### config.mk
export PLATFORM = sky130hd
export DESIGN_NAME = lf_sum_stage
export DESIGN_NICKNAME = d
export VERILOG_FILES = /design/src/rtl/lf_sum_stage.sv
export SDC_FILE = /design/constraint.sdc
export NUM_CORES = 1
export LEC_CHECK = 0
export CORE_AREA = 2 2 95 97
export CTS_BUF_LIST = sky130_fd_sc_hd__clkbuf_16
export CTS_CLUSTER_DIAMETER = 100
export CTS_CLUSTER_SIZE = 24
export DETAILED_ROUTE_END_ITERATION = 8
export DIE_AREA = 0 0 97 99
export HOLD_SLACK_MARGIN = 0.08
export MAX_ROUTING_LAYER = met4
export PLACE_DENSITY_LB_ADDON = 0.3
export SLEW_MARGIN = 20
export SYNTH_ARGS = -nofsm -noshare
export SYNTH_HDL_FRONTEND = slang
export SYNTH_SLANG_ARGS = --single-unit
### constraint.sdc
create_clock -name clk -period 3.5 [get_ports clk]
set_input_delay 0.7 -clock clk [delete_from_list [all_inputs] [get_ports clk]]
set_output_delay 0.7 -clock clk [all_outputs]
set_load 0.05 [all_outputs]
### src/rtl/lf_sum_stage.sv
// lf_sum_stage
//   Final stage of the Ladner-Fischer adder. Takes the bitwise propagate bits
//   and the full-span group generates from the last prefix level. It forms
//   sum, carry-out, signed overflow and zero, and presents them on a
//   registered valid/ready output. A two-entry skid buffer keeps throughput
//   at one result per cycle under backpressure.
//
// Parameters
//   WIDTH  adder width in bits (>= 2)
//   CNT_W  width of the saturating completed-result counter
//
// Ports
//   clk        clock, rising edge
//   rst        asynchronous active-high reset
//   in_valid   upstream result valid
//   in_ready   stage can accept (driven from the skid flag register)
//   p_in       bitwise propagate a[i]^b[i]
//   g_grp      group generate G[i:0] (carry out of bit i, cin folded in)
//   cin        adder carry-in
//   out_valid  result valid
//   out_ready  downstream accepts result
//   sum        a+b+cin mod 2^WIDTH
//   cout       carry out of the MSB
//   ovf        two's-complement overflow
//   zero       sum == 0
//   res_cnt    saturating count of results consumed downstream
module lf_sum_stage #(
    parameter int WIDTH = 32,
    parameter int CNT_W = 16
) (
    input  logic             clk,
    input  logic             rst,
    input  logic             in_valid,
    output logic             in_ready,
    input  logic [WIDTH-1:0] p_in,
    input  logic [WIDTH-1:0] g_grp,
    input  logic             cin,
    output logic             out_valid,
    input  logic             out_ready,
    output logic [WIDTH-1:0] sum,
    output logic             cout,
    output logic             ovf,
    output logic             zero,
    output logic [CNT_W-1:0] res_cnt
);

    // Payload layout: {sum, cout, ovf, zero}
    localparam int PW = WIDTH + 3;

    logic [WIDTH-1:0] carry;
    logic [WIDTH-1:0] s;
    logic [PW-1:0]    in_pl;
    logic [PW-1:0]    main_pl;
    logic [PW-1:0]    skid_pl;
    logic             skid_v;
    logic             accept;
    logic             drain;

    // Carry into bit i is the group generate of bits [i-1:0]; cin feeds bit 0.
    always_comb begin
        carry = {g_grp[WIDTH-2:0], cin};
        s     = p_in ^ carry;
        in_pl = {s, g_grp[WIDTH-1], g_grp[WIDTH-1] ^ g_grp[WIDTH-2], (s == '0)};
    end

    // Ready depends only on the skid register, never on out_ready.
    assign in_ready = ~skid_v;
    assign accept   = in_valid & in_ready;
    assign drain    = out_valid & out_ready;

    assign {sum, cout, ovf, zero} = main_pl;

    always_ff @(posedge clk or posedge rst) begin
        if (rst) begin
            out_valid <= 1'b0;
            skid_v    <= 1'b0;
            main_pl   <= '0;
            skid_pl   <= '0;
        end else if (!out_valid || out_ready) begin
            // Main register is free this cycle.
            if (skid_v) begin
                main_pl   <= skid_pl;
                out_valid <= 1'b1;
                skid_v    <= accept;
                if (accept) begin
                    skid_pl <= in_pl;
                end
            end else if (accept) begin
                main_pl   <= in_pl;
                out_valid <= 1'b1;
            end else begin
                out_valid <= 1'b0;
            end
        end else if (accept) begin
            // Main stalled: park the new result in the skid register.
            skid_pl <= in_pl;
            skid_v  <= 1'b1;
        end
    end

    always_ff @(posedge clk or posedge rst) begin
        if (rst) begin
            res_cnt <= '0;
        end else if (drain && (res_cnt != '1)) begin
            res_cnt <= res_cnt + 1'b1;
        end
    end

endmodule

Word-level counts from Yosys, hierarchy flattened --
Index checks and enable logic that the tools add are counted.
Word-level totals: register bits after elaboration 88, latch bits 0, memory bits (writable) 0, memory bits (read-only) 0, output and inout port bits 53, logic and storage cells 30, memories 0
Cells by class: add/sub/neg operators 1, multipliers 0, divide/modulo/power cells 0, $lt $le $gt $ge 0, equality and inequality tests 2, shifts and indexed selects 0, muxes and demuxes 10, bitwise gates (word level) 5, reductions and logical operators 7
Operators with widths (number):
- $mux W35 | 5
- $logic_not A32 Y1 | 1
- $xor A32 B32 Y32 | 1
- $add A16 B1 Y16 const B | 1
- $ne A16 B16 Y1 const B | 1
- $mux W1 | 5
- $reduce_bool A2 Y1 | 2
- $and A1 B1 Y1 | 2
- $ne A2 B2 Y1 const B | 1
- $reduce_and A2 Y1 | 1
- $logic_and A1 B1 Y1 | 1
- $logic_not A1 Y1 | 1
- $logic_or A1 B1 Y1 | 1
- $not A1 Y1 | 1
- $xor A1 B1 Y1 | 1

Longest topological paths before layout --
Gate-level depths: netlist of run 1.
depth after elaboration 5, depth in mapped cells 6, depth with buffers taken out 6

Worst setup path after synthesis of run 1 --
OpenSTA, ideal clock, no wires.
path kind reg2reg, start register res_cnt[4], end register res_cnt[13], library setup time 0.082 ns, arrival 1.934 ns, setup slack 1.484 ns, cell stages (with the launch flop) 6, path buffers 0, clock period less this slack 2.016 ns, cell sequence dfrtp_1 > and4_4 > nand2_2 > or4_4 > nor3_2 > xor2_1
On the way: longest elaborated chain between the ends 2
RTL lines:
- start: declaration | RTL line 44 | output logic [CNT_W-1:0] res_cnt
- start signal: assignment | RTL line 105 | res_cnt <= res_cnt + 1'b1;
- branches (longest 2 deep; another with $add A16 B1 Y16)
Several ways; the timed one is not identified. A chain may end at the register's enable or synchronous reset.

Worst setup path in the final report of run 1 --
start register skid_v, end output port in_ready
On the way: longest elaborated chain between the ends 1
RTL lines:
- start: declaration | RTL line 55 | logic skid_v;
- start signal: assignment | RTL line 84 | skid_v <= accept;
- $not A1 Y1 | RTL line 67 | assign in_ready = ~skid_v;
- end: declaration | RTL line 34 | output logic in_ready,
No other way between the ends.

==> results.sh, run 1 <==
export IMPL_fillers=678
export IMPL_crit_chain="inv_1, clkdlybuf4s50_1"
export IMPL_post_cts_setup_buffer_count=0
export IMPL_grt_pass1_wl_mm=15.57
export IMPL_synth_enable_flop_cells=0
export IMPL_finalCritPeriodShare_pct=68.44
export IMPL_synth_fp_nets=492
export IMPL_relSlewSlack_pct=32.12
export IMPL_vias_per_cell=5.135
export IMPL_synth_compound_area_share_pct=13.46
export IMPL_min_period_ps=2396
export IMPL_cp_data_arrival_time_ps=1700
export IMPL_worst_slew_pin_slew_ps=1014
export IMPL_grt_max_degree=70
export IMPL_drv_cap=0
export IMPL_reg2regPathDepth=5
export IMPL_root_buffer="clkbuf_16"
export IMPL_cts_repair_resized=0
export IMPL_hold_slack_ps=483.6
export IMPL_cts_inserted_buffers=9
export IMPL_grt_pass1_vias=3334
export IMPL_place_port_buffers=121
export IMPL_power_switching_w=0.001307
export IMPL_fmax_ghz=0.4174
export IMPL_critPathMaxFanout=4
export IMPL_register_area_um2=2203
export IMPL_nNetsFinal=608
export IMPL_grt_ovfl_total=0
export IMPL_netlist_instances=422
export IMPL_netSwitchingFraction_pct=36.29
export IMPL_antenna_left=0
export IMPL_first_pass_iters=4
export IMPL_die_area_um2=9603
export IMPL_initial_utilization_pct=46.30
export IMPL_ir_worst_vdd_uv=313.5
export IMPL_multi_input_area_um2=1668
export IMPL_async_reset_ff_share_pct=100.0
export IMPL_r2r_slack_ps=1560
export IMPL_hold_class="register to register"
export IMPL_cts_hold_buffers=0
export IMPL_p_per_area_nw_per_um2=643.1
export IMPL_syn_to_final_growth_pct=41.47
export IMPL_wirelength_mm=9.486
export IMPL_synth_top_family_by_area="simple AND/OR/NAND/NOR gates"
export IMPL_p_int_w=0.002294
export IMPL_first_iter_violations=192
export IMPL_place_congestion=0.8293
export IMPL_antennaDiodeCount=0
export IMPL_power_frac_clock_pct=28.1
export IMPL_grt_met2_usage_pct=33.39
export IMPL_cpMaxStageDelayCell="clkdlybuf4s50_1"
export IMPL_clock_latency_ps=330
export IMPL_wire_per_inst_um=14.57
export IMPL_cp_slowest_stage_delay_ps=810
export IMPL_synth_mux_area_share_pct=0.8217
export IMPL_r2r_start="skid_v"
export IMPL_gr_usage_met3_pct=3.972
export IMPL_grt_total_usage_pct=20.71
export IMPL_ys_flop_type="dfrtp_1"
export IMPL_synth_distinct_cells=29
export IMPL_hp_start="main_pl[4]"
export IMPL_synth_top_area_share_pct=55.63
export IMPL_setup_viol=0
export IMPL_antenna_found_initial=0
export IMPL_startpoint_type="register"
export IMPL_clk_pin_slew_ps=60
export IMPL_pin_count=122
export IMPL_syn_avg_cell_area_um2=9.381
export IMPL_layout_drive_gt1_share_pct=5.893
export IMPL_fin_tns_setup_ps=0
export IMPL_dieWidth_um=97
export IMPL_drc=0
export IMPL_grtUsageMet1_pct=26.57
export IMPL_vias=3343
export IMPL_hold_viol=0
export IMPL_synth_seq_area_share_pct=55.63
export IMPL_grt_busiest_layer="met2"
export IMPL_synth_area_top_cells="dfrtp_1 56%, xnor2_1 8.8%, a21oi_1 8.3%"
export IMPL_core_um2=8551
export IMPL_cts_tree="done"
export IMPL_clock_sinks=88
export IMPL_comb_power_share_pct=33.3
export IMPL_htree_levels=3
export IMPL_die_h_um=99
export IMPL_r2r_end="skid_pl[14]"
export IMPL_min_path_cells=2
export IMPL_synthAdderAreaFrac_pct=0.3161
export IMPL_final_cells=651
export IMPL_synth_xor_area_share_pct=10.62
export IMPL_status="finished clean"
export IMPL_synth_top_cell_by_area="dfrtp_1"
export IMPL_power_frac_seq_pct=38.6
export IMPL_yosys_register_bits=88
export IMPL_place_inst=635
export IMPL_p_leak_nw=2.306
export IMPL_slew_violations=0
export IMPL_critPathCaptureType="output port"
export IMPL_rows=34
export IMPL_critPathKind="register to output port"
export IMPL_dp_hpwl_mm=6.776
export IMPL_min_to="main_pl[4]"
export IMPL_synthSimpleGateAreaFrac_pct=16.47
export IMPL_cp_required_ps=2800
export IMPL_synth_area_um2=3959
export IMPL_yosys_warnings=0
export IMPL_fin_skew_ps=4.275
export IMPL_rsz0062_at_grt="false"
export IMPL_clockBufferDepth=2
[stage by stage]
stage                     area [um^2]  util, %  setup WS (ps)  power [W]
after global placement           5286    61.82          906.9   0.002572
after global routing             5600    65.50          997.3   0.003779
after floorplan                  3959        -          521.4   0.002153
after CTS                        5600    65.50           1101   0.003617
final                            5600    65.50           1104   0.003601
after detailed placement         5286    61.82          840.8   0.002607
[worst max-delay path: cells and delay by family, from the launching register on]
family | cells | cell delay [ps]
buf+inv | 2 | 910
flops | 1 | 450
[cell usage after synthesis, drive strengths merged (2+ instances only)]
cell and number:
mux2 2, a21oi 66, buf 3, dfrtp 88
xor2 8, nand4 11, clkbuf 19, nand2 43
inv 6, nor4 3, nand3 8, nor3 4
o21ai 36, xnor2 40, nor2 75
[power groups by stage]
stage | registers [W] | logic, W | clock network (W)
finish | 0.00139 | 0.00120 | 0.00101
global placement | 0.00139 | 0.00118 | 0
floorplan | 0.00181 | 0.000346 | 0
CTS | 0.00139 | 0.00121 | 0.00102
global route | 0.00142 | 0.00129 | 0.00107
detailed placement | 0.00140 | 0.00120 | 0
[worst max path at each step]
| stage | from | end | slack, ps | cells past startpoint |
|---|---|---|---|---|
| 2_1_floorplan | rst | main_pl[0] | 520 | 1 |
| 3_3_place_gp | in_valid | main_pl[4] | 910 | 4 |
| 3_5_place_dp | in_valid | main_pl[13] | 840 | 4 |
| 4_1_cts | skid_v | in_ready | 1100 | 2 |
| 5_1_grt | in_valid | main_pl[4] | 1000 | 5 |
| 6_report | skid_v | in_ready | 1100 | 2 |
[final cells by class]
class / instances / area share (%)
flip-flops and latches: 88 / 39.34
clock buffers: 9 / 4.021
clock inverters: 7 / 1.586
well taps: 108 / 2.413
inverters: 6 / 0.4245
repair buffers: 127 / 22.43
multi-input cells: 306 / 29.78
[cells in the final DEF, fill, tap and decap left out, types with 2 or more instances in the layout]
cell type and instances:
clkdlybuf4s50_1 121, dfrtp_1 87, nor2_1 75, a21oi_1 66
nand2_1 42, xnor2_1 40, o21ai_0 35, nand4_1 11
clkbuf_16 9, nand3_1 8, xor2_1 8, inv_1 7
buf_4 6, nor4_1 3, nor3_1 2, mux2_2 2
nor3_2 2, clkinv_2 2, bufinv_16 2
[layer usage]
layer,part of all wire (%),wire length (um)
met5,0,0
met4,1.2,110
met1,43,4115
met3,5.2,493
met2,50,4767
[cell families after synthesis]
kind of cell,count (synthesis)
flip-flops,88
adder cells (fa/ha/maj),1
AO/OA/AOI/OAI,105
buffers and inverters,28
AND/OR/NAND/NOR,149
XOR/XNOR,48
multiplexers,3
[flip-flops by register name (all words and copies together) (netlist names)]
register	cells
skid_pl	35
main_pl	35
res_cnt	16
skid_v	1
out_valid	1
Note: power is estimated with default switching activity, not from simulation.
==> run 2: changes to the inputs <==
==> constraint.sdc (replaced) <==
create_clock -name clk -period 2.25 [get_ports clk]
set_input_delay 0.45 -clock clk [delete_from_list [all_inputs] [get_ports clk]]
set_output_delay 0.45 -clock clk [all_outputs]
set_load 0.05 [all_outputs]
==> run 2 against run 1 <==
Net effect:
- critical path depth fell by 1
- clock power grew 54%
- count of clock-buffer cells in the layout unchanged
- combinational power grew 58%
- routed wire length shrank 2.9%
- register-to-register slack got worse by 1100 ps
- sequential share of layout area fell by 0.58 points
- final cell count is 1.2% higher
- die area did not move
- power increased by 56%
- global-route usage is 0.092 points higher
- sequential cell count stayed put
==> results.sh, run 2 (same netlist as run 1, synthesis figures left out) <==
export IMPL_post_cts_setup_buffer_count=0
export IMPL_fillers=695
export IMPL_gr_usage_met3_pct=4.752
export IMPL_die_h_um=99
export IMPL_cts_hold_buffers=0
export IMPL_rsz0062_at_grt="false"
export IMPL_fin_skew_ps=6.145
export IMPL_relSlewSlack_pct=55.32
export IMPL_root_buffer="clkbuf_16"
export IMPL_pin_count=122
export IMPL_cts_tree="done"
export IMPL_grt_max_degree=89
export IMPL_grt_met2_usage_pct=33.60
export IMPL_first_pass_iters=4
export IMPL_critPathKind="register to output port"
export IMPL_min_period_ps=2068
export IMPL_cp_slowest_stage_delay_ps=840
export IMPL_startpoint_type="register"
export IMPL_worst_slew_pin_slew_ps=664.5
export IMPL_critPathTopFamily="buffers and inverters"
export IMPL_clk_pin_slew_ps=60
export IMPL_rows=34
export IMPL_fin_ws_ps=181.6
export IMPL_dp_hpwl_mm=6.820
export IMPL_design_area_um2=5684
export IMPL_path_buf_inv=1
export IMPL_clockBufferDepth=2
export IMPL_cp_required_ps=1800
export IMPL_ir_worst_vdd_uv=478.4
export IMPL_cts_inserted_buffers=9
export IMPL_first_iter_violations=140
export IMPL_grt_busiest_layer="met2"
export IMPL_die_area_um2=9603
export IMPL_critPathCaptureType="output port"
export IMPL_dieWidth_um=97
export IMPL_antennaDiodeCount=0
export IMPL_cpMaxStageDelayCell="clkdlybuf4s50_1"
export IMPL_core_um2=8551
export IMPL_final_common_cell="clkdlybuf4s50_1"
export IMPL_grt_pass1_wl_mm=15.61
export IMPL_hold_viol=0
export IMPL_grt_pass1_vias=3367
export IMPL_slew_violations=0
export IMPL_wirelength_mm=9.211
export IMPL_cts_repair_resized=0
export IMPL_antenna_left=0
export IMPL_place_port_buffers=121
export IMPL_wire_per_inst_um=13.98
export IMPL_vias_per_cell=5.123
export IMPL_layout_drive_gt1_share_pct=7.623
export IMPL_critPathMaxFanout=5
export IMPL_post_dp_cell_area_um2=5371
export IMPL_status="finished clean"
export IMPL_vias=3376
export IMPL_syn_to_final_growth_pct=43.58
export IMPL_p_per_area_nw_per_um2=987.2
export IMPL_drc=0
export IMPL_fmax_ghz=0.4835
export IMPL_clock_sinks=88
export IMPL_fin_tns_setup_ps=0
export IMPL_hold_class="register to register"
export IMPL_antenna_found_initial=0
export IMPL_initial_utilization_pct=46.30
export IMPL_crit_chain="clkdlybuf4s50_1"
export IMPL_dp_slack_ps=129.8
export IMPL_htree_levels=3
export IMPL_largestRegisters="main_pl: 35 flops, skid_pl: 35 flops, res_cnt: 16 flops"
export IMPL_layout_common_cells="120 x clkdlybuf4s50_1, 87 x dfrtp_1, 75 x nor2_1, 66 x a21oi_1, 42 x nand2_1"
export IMPL_nNetsFinal=616
export IMPL_setup_viol=0
export IMPL_grt_ovfl_total=0
export IMPL_finalCritPeriodShare_pct=91.93
export IMPL_p_leak_nw=2.354
export IMPL_grtUsageMet1_pct=25.73
export IMPL_grt_total_usage_pct=20.81
export IMPL_cp_data_arrival_time_ps=1620
export IMPL_place_congestion=0.7805
export IMPL_clock_latency_ps=330
export IMPL_drv_cap=0
-- run 2: cell count changes in the layout (fill, tap and decap cells not counted) --
cell and delta:
inv_1 -1, buf_4 +7, clkdlybuf4s50_1 -1, clkinv_2 +1, buf_12 +2
-- run 2: where the power goes --
part,internal (W),total (W),switching [W]
Combinational,0.000707,0.00189,0.00118
Clock,0.000964,0.00156,0.000594
Sequential,0.00192,0.00217,0.000247
-- run 2: area by class of cell --
cell class	count	area (um^2)	share of cell area [%]
Clock buffer	9	225.2	3.962
Tap cell	108	135.1	2.377
Timing Repair Buffer	135	1339	23.55
Sequential cell	88	2203	38.76
Multi-Input combinational cell	306	1668	29.34
Inverter	6	26.28	0.4622
Clock inverter	7	87.58	1.541
-- run 2: final timing paths --
kind	from	to	slack, ps	cells past startpoint
min in group asynchronous	rst	res_cnt[7]	570	3
worst max register to register	res_cnt[4]	res_cnt[10]	420	5
max in group asynchronous	rst	skid_v	1300	3
worst min register to register	main_pl[2]	main_pl[2]	480	2
worst min-delay path	main_pl[2]	main_pl[2]	480	2
worst max-delay path	res_cnt[8]	res_cnt[8]	180	1
-- run 2: per-stage QoR --
step           instances  util, %  hold WS, ps  total power [W]
2_1_floorplan        422        -        480.5         0.003349
3_3_place_gp         643    62.82        462.3         0.004026
3_5_place_dp         643    62.82        471.3         0.004090
4_1_cts              659    66.48        484.5         0.005660
5_1_grt              659    66.48        506.6         0.005900
6_report             659    66.48        477.9         0.005612
-- run 2: worst min-delay path: stages (launching register included) --
cell	delay [ps]
dfrtp_1	340
nand2_1	50
o21ai_0	60
-- run 2: metal layers --
layer | wire length (um) | share of wire [%]
met2 | 4551 | 49
met4 | 152 | 1.7
met3 | 558 | 6.1
met5 | 0 | 0
met1 | 3948 | 43
==> run 3: changes to the inputs <==
--- a/config.mk
+++ b/config.mk
@@ -5,15 +5,17 @@
 export SDC_FILE = /design/constraint.sdc
 export NUM_CORES = 1
 export LEC_CHECK = 0
-export CORE_AREA = 2 2 95 97
+export ABC_AREA = 1
+export CORE_AREA = 2 2 100 102
 export CTS_BUF_LIST = sky130_fd_sc_hd__clkbuf_16
 export CTS_CLUSTER_DIAMETER = 100
 export CTS_CLUSTER_SIZE = 24
 export DETAILED_ROUTE_END_ITERATION = 8
-export DIE_AREA = 0 0 97 99
+export DIE_AREA = 0 0 102 104
 export HOLD_SLACK_MARGIN = 0.08
 export MAX_ROUTING_LAYER = met4
 export PLACE_DENSITY_LB_ADDON = 0.3
+export REMOVE_ABC_BUFFERS = 1
 export SLEW_MARGIN = 20
 export SYNTH_ARGS = -nofsm -noshare
 export SYNTH_HDL_FRONTEND = slang
==> run 3 against run 2 <==
Net effect:
- sequential cell count unchanged
- core utilization fell by 2.5 points
- global-route usage rose by 0.36 points
- critical path depth stayed put
- clock skew down 1.7 ps
- routed wire length is 14% higher
- combinational power hardly changed
- power decreased by 3.2%
- first-iteration DRC count is 23% higher
- clock power down 9%
- area after synthesis increased by 12%
==> results.sh, run 3 <==
export IMPL_clock_sinks=88
export IMPL_die_area_um2=10610
export IMPL_rsz0062_at_grt="false"
export IMPL_worst_slew_pin_slew_ps=538.3
export IMPL_root_buffer="clkbuf_16"
export IMPL_antenna_left=0
export IMPL_crit_chain="clkdlybuf4s50_1"
export IMPL_wire_per_inst_um=12.75
export IMPL_dp_hpwl_mm=7.598
export IMPL_clk_pin_slew_ps=60
export IMPL_ir_worst_vdd_uv=452.2
export IMPL_yosys_top_cells_count="180 x nand2_1, 88 x dfrtp_1, 70 x inv_1"
export IMPL_hold_viol=0
export IMPL_cp_required_ps=1800
export IMPL_cp_data_arrival_time_ps=1630
export IMPL_clockBufferDepth=2
export IMPL_power_w=0.005432
export IMPL_post_dp_cell_area_um2=5832
export IMPL_nNetsFinal=755
export IMPL_p_per_area_nw_per_um2=888.6
export IMPL_vias=4073
export IMPL_setup_viol=0
export IMPL_yosys_warnings=0
export IMPL_first_iter_violations=172
export IMPL_ys_flop_type="dfrtp_1"
export IMPL_relSlewSlack_pct=64.00
export IMPL_fmax_ghz=0.4812
export IMPL_dp_slack_ps=262.9
export IMPL_design_area_um2=6113
export IMPL_synth_distinct_cells=25
export IMPL_synth_area_um2=4429
export IMPL_layout_drive_gt1_share_pct=4.638
export IMPL_largestRegisters="main_pl: 35 flops, skid_pl: 35 flops, res_cnt: 16 flops"
export IMPL_slew_violations=0
export IMPL_htree_levels=3
export IMPL_fin_ws_ps=172.0
export IMPL_critPathCaptureType="output port"
export IMPL_cts_tree="done"
export IMPL_antenna_found_initial=0
export IMPL_grt_pass1_wl_mm=17.78
export IMPL_cp_slowest_stage_delay_ps=840
export IMPL_critPathTopFamily="buffers and inverters"
export IMPL_cts_inserted_buffers=9
export IMPL_synth_top_area_share_pct=49.72
export IMPL_initial_utilization_pct=46.38
export IMPL_async_reset_ff_share_pct=100.0
export IMPL_dieWidth_um=102
export IMPL_vias_per_cell=4.949
export IMPL_cts_hold_buffers=0
export IMPL_fin_tns_setup_ps=0
export IMPL_synth_enable_flop_cells=0
export IMPL_place_congestion=0.8017
export IMPL_first_pass_iters=5
export IMPL_antennaDiodeCount=0
export IMPL_final_common_cell="nand2_1"
export IMPL_drc=0
export IMPL_grt_total_usage_pct=21.16
export IMPL_clock_latency_ps=330
export IMPL_syn_avg_cell_area_um2=7.812
export IMPL_critPathMaxFanout=6
export IMPL_synth_area_top_cells="dfrtp_1 50%, nand2_1 15%, inv_1 5.9%"
export IMPL_rows=36
export IMPL_post_cts_setup_buffer_count=0
export IMPL_min_period_ps=2078
export IMPL_status="finished clean"
export IMPL_path_buf_inv=1
export IMPL_startpoint_type="register"
export IMPL_core_um2=9549
export IMPL_grt_ovfl_total=0
export IMPL_synth_seq_area_share_pct=49.72
export IMPL_p_leak_nw=2.948
export IMPL_cpMaxStageDelayCell="clkdlybuf4s50_1"
export IMPL_layout_common_cells="179 x nand2_1, 120 x clkdlybuf4s50_1, 87 x dfrtp_1, 72 x inv_1, 50 x o21ai_0"
export IMPL_die_h_um=104
export IMPL_grt_pass1_vias=3946
export IMPL_wirelength_mm=10.49
export IMPL_synth_most_common_cell="nand2_1"
export IMPL_syn_to_final_growth_pct=38.02
export IMPL_finalCritPeriodShare_pct=92.36
export IMPL_cts_repair_resized=0
export IMPL_drv_cap=0
export IMPL_synth_top_cell_by_area="dfrtp_1"
export IMPL_critPathKind="register to output port"
export IMPL_netlist_instances=567
export IMPL_yosys_register_bits=88
export IMPL_grt_max_degree=70
export IMPL_place_port_buffers=121
export IMPL_pin_count=122
export IMPL_hold_class="input pin to asynchronous set/reset pin"
export IMPL_fin_skew_ps=4.425
[run 3: stage by stage]
| step | std cells | hold slack (ps) | util, % |
|---|---|---|---|
| after global placement | 807 | 459.6 | 61.07 |
| after CTS | 823 | 445.2 | 64.02 |
| after detailed placement | 807 | 462.9 | 61.07 |
| after floorplan | 545 | 443.7 | - |
| final | 823 | 430.2 | 64.02 |
| after global routing | 823 | 462.3 | 64.02 |
[run 3: where the power goes]
| group | leakage (nW) | switching [W] | internal [W] | total (W) |
|---|---|---|---|---|
| sequential | 1.06 | 0.000247 | 0.00191 | 0.00215 |
| clock | 0.144 | 0.000579 | 0.000841 | 0.00142 |
| combinational | 1.75 | 0.00116 | 0.000695 | 0.00186 |
[run 3: per-layer routing]
| layer | vias to the layer above | wire [um] | GRT usage [%] |
|---|---|---|---|
| met5 | - | 0 | - |
| met4 | 0 | 116 | 6.571 |
| met3 | 14 | 511 | 3.427 |
| met2 | 110 | 5348 | 34.59 |
| met1 | 1919 | 4513 | 26.93 |
| li1 | 2030 | - | - |
[run 3: final cells by class]
class,count,area [um^2]
fillers,853,3436
flip-flops and latches,88,2203
multi-input cells,385,1859
repair buffers,129,1331
inverters,72,271.5
clock buffers,9,225.2
well taps,133,166.4
clock inverters,7,56.30
[run 3: cells by family (layout without fill, tap and decap cells)]
logic type | count (synthesis) | after routing | share of synthesized area [%]
xor gates and xnor gates | 19 | 19 | 3.757
and+or+nand+nor | 229 | 229 | 20.68
adders and majority gates | 1 | 1 | 0.2824
DFF | 88 | 88 | 49.72
buffers and inverters | 94 | 217 | 8.361
AOI/OAI and AO/OA | 136 | 136 | 17.20
[run 3: worst paths after layout]
path | cells after the start | slack, ps | endpoint | from
max in group asynchronous | 3 | 1290 | skid_pl[10] | rst
min in group clk | 2 | 480 | skid_pl[1] | skid_pl[1]
min reg2reg | 2 | 480 | skid_pl[1] | skid_pl[1]
max reg2reg | 8 | 400 | res_cnt[11] | res_cnt[0]
min | 2 | 430 | res_cnt[3] | rst
max | 1 | 170 | res_cnt[8] | res_cnt[8]
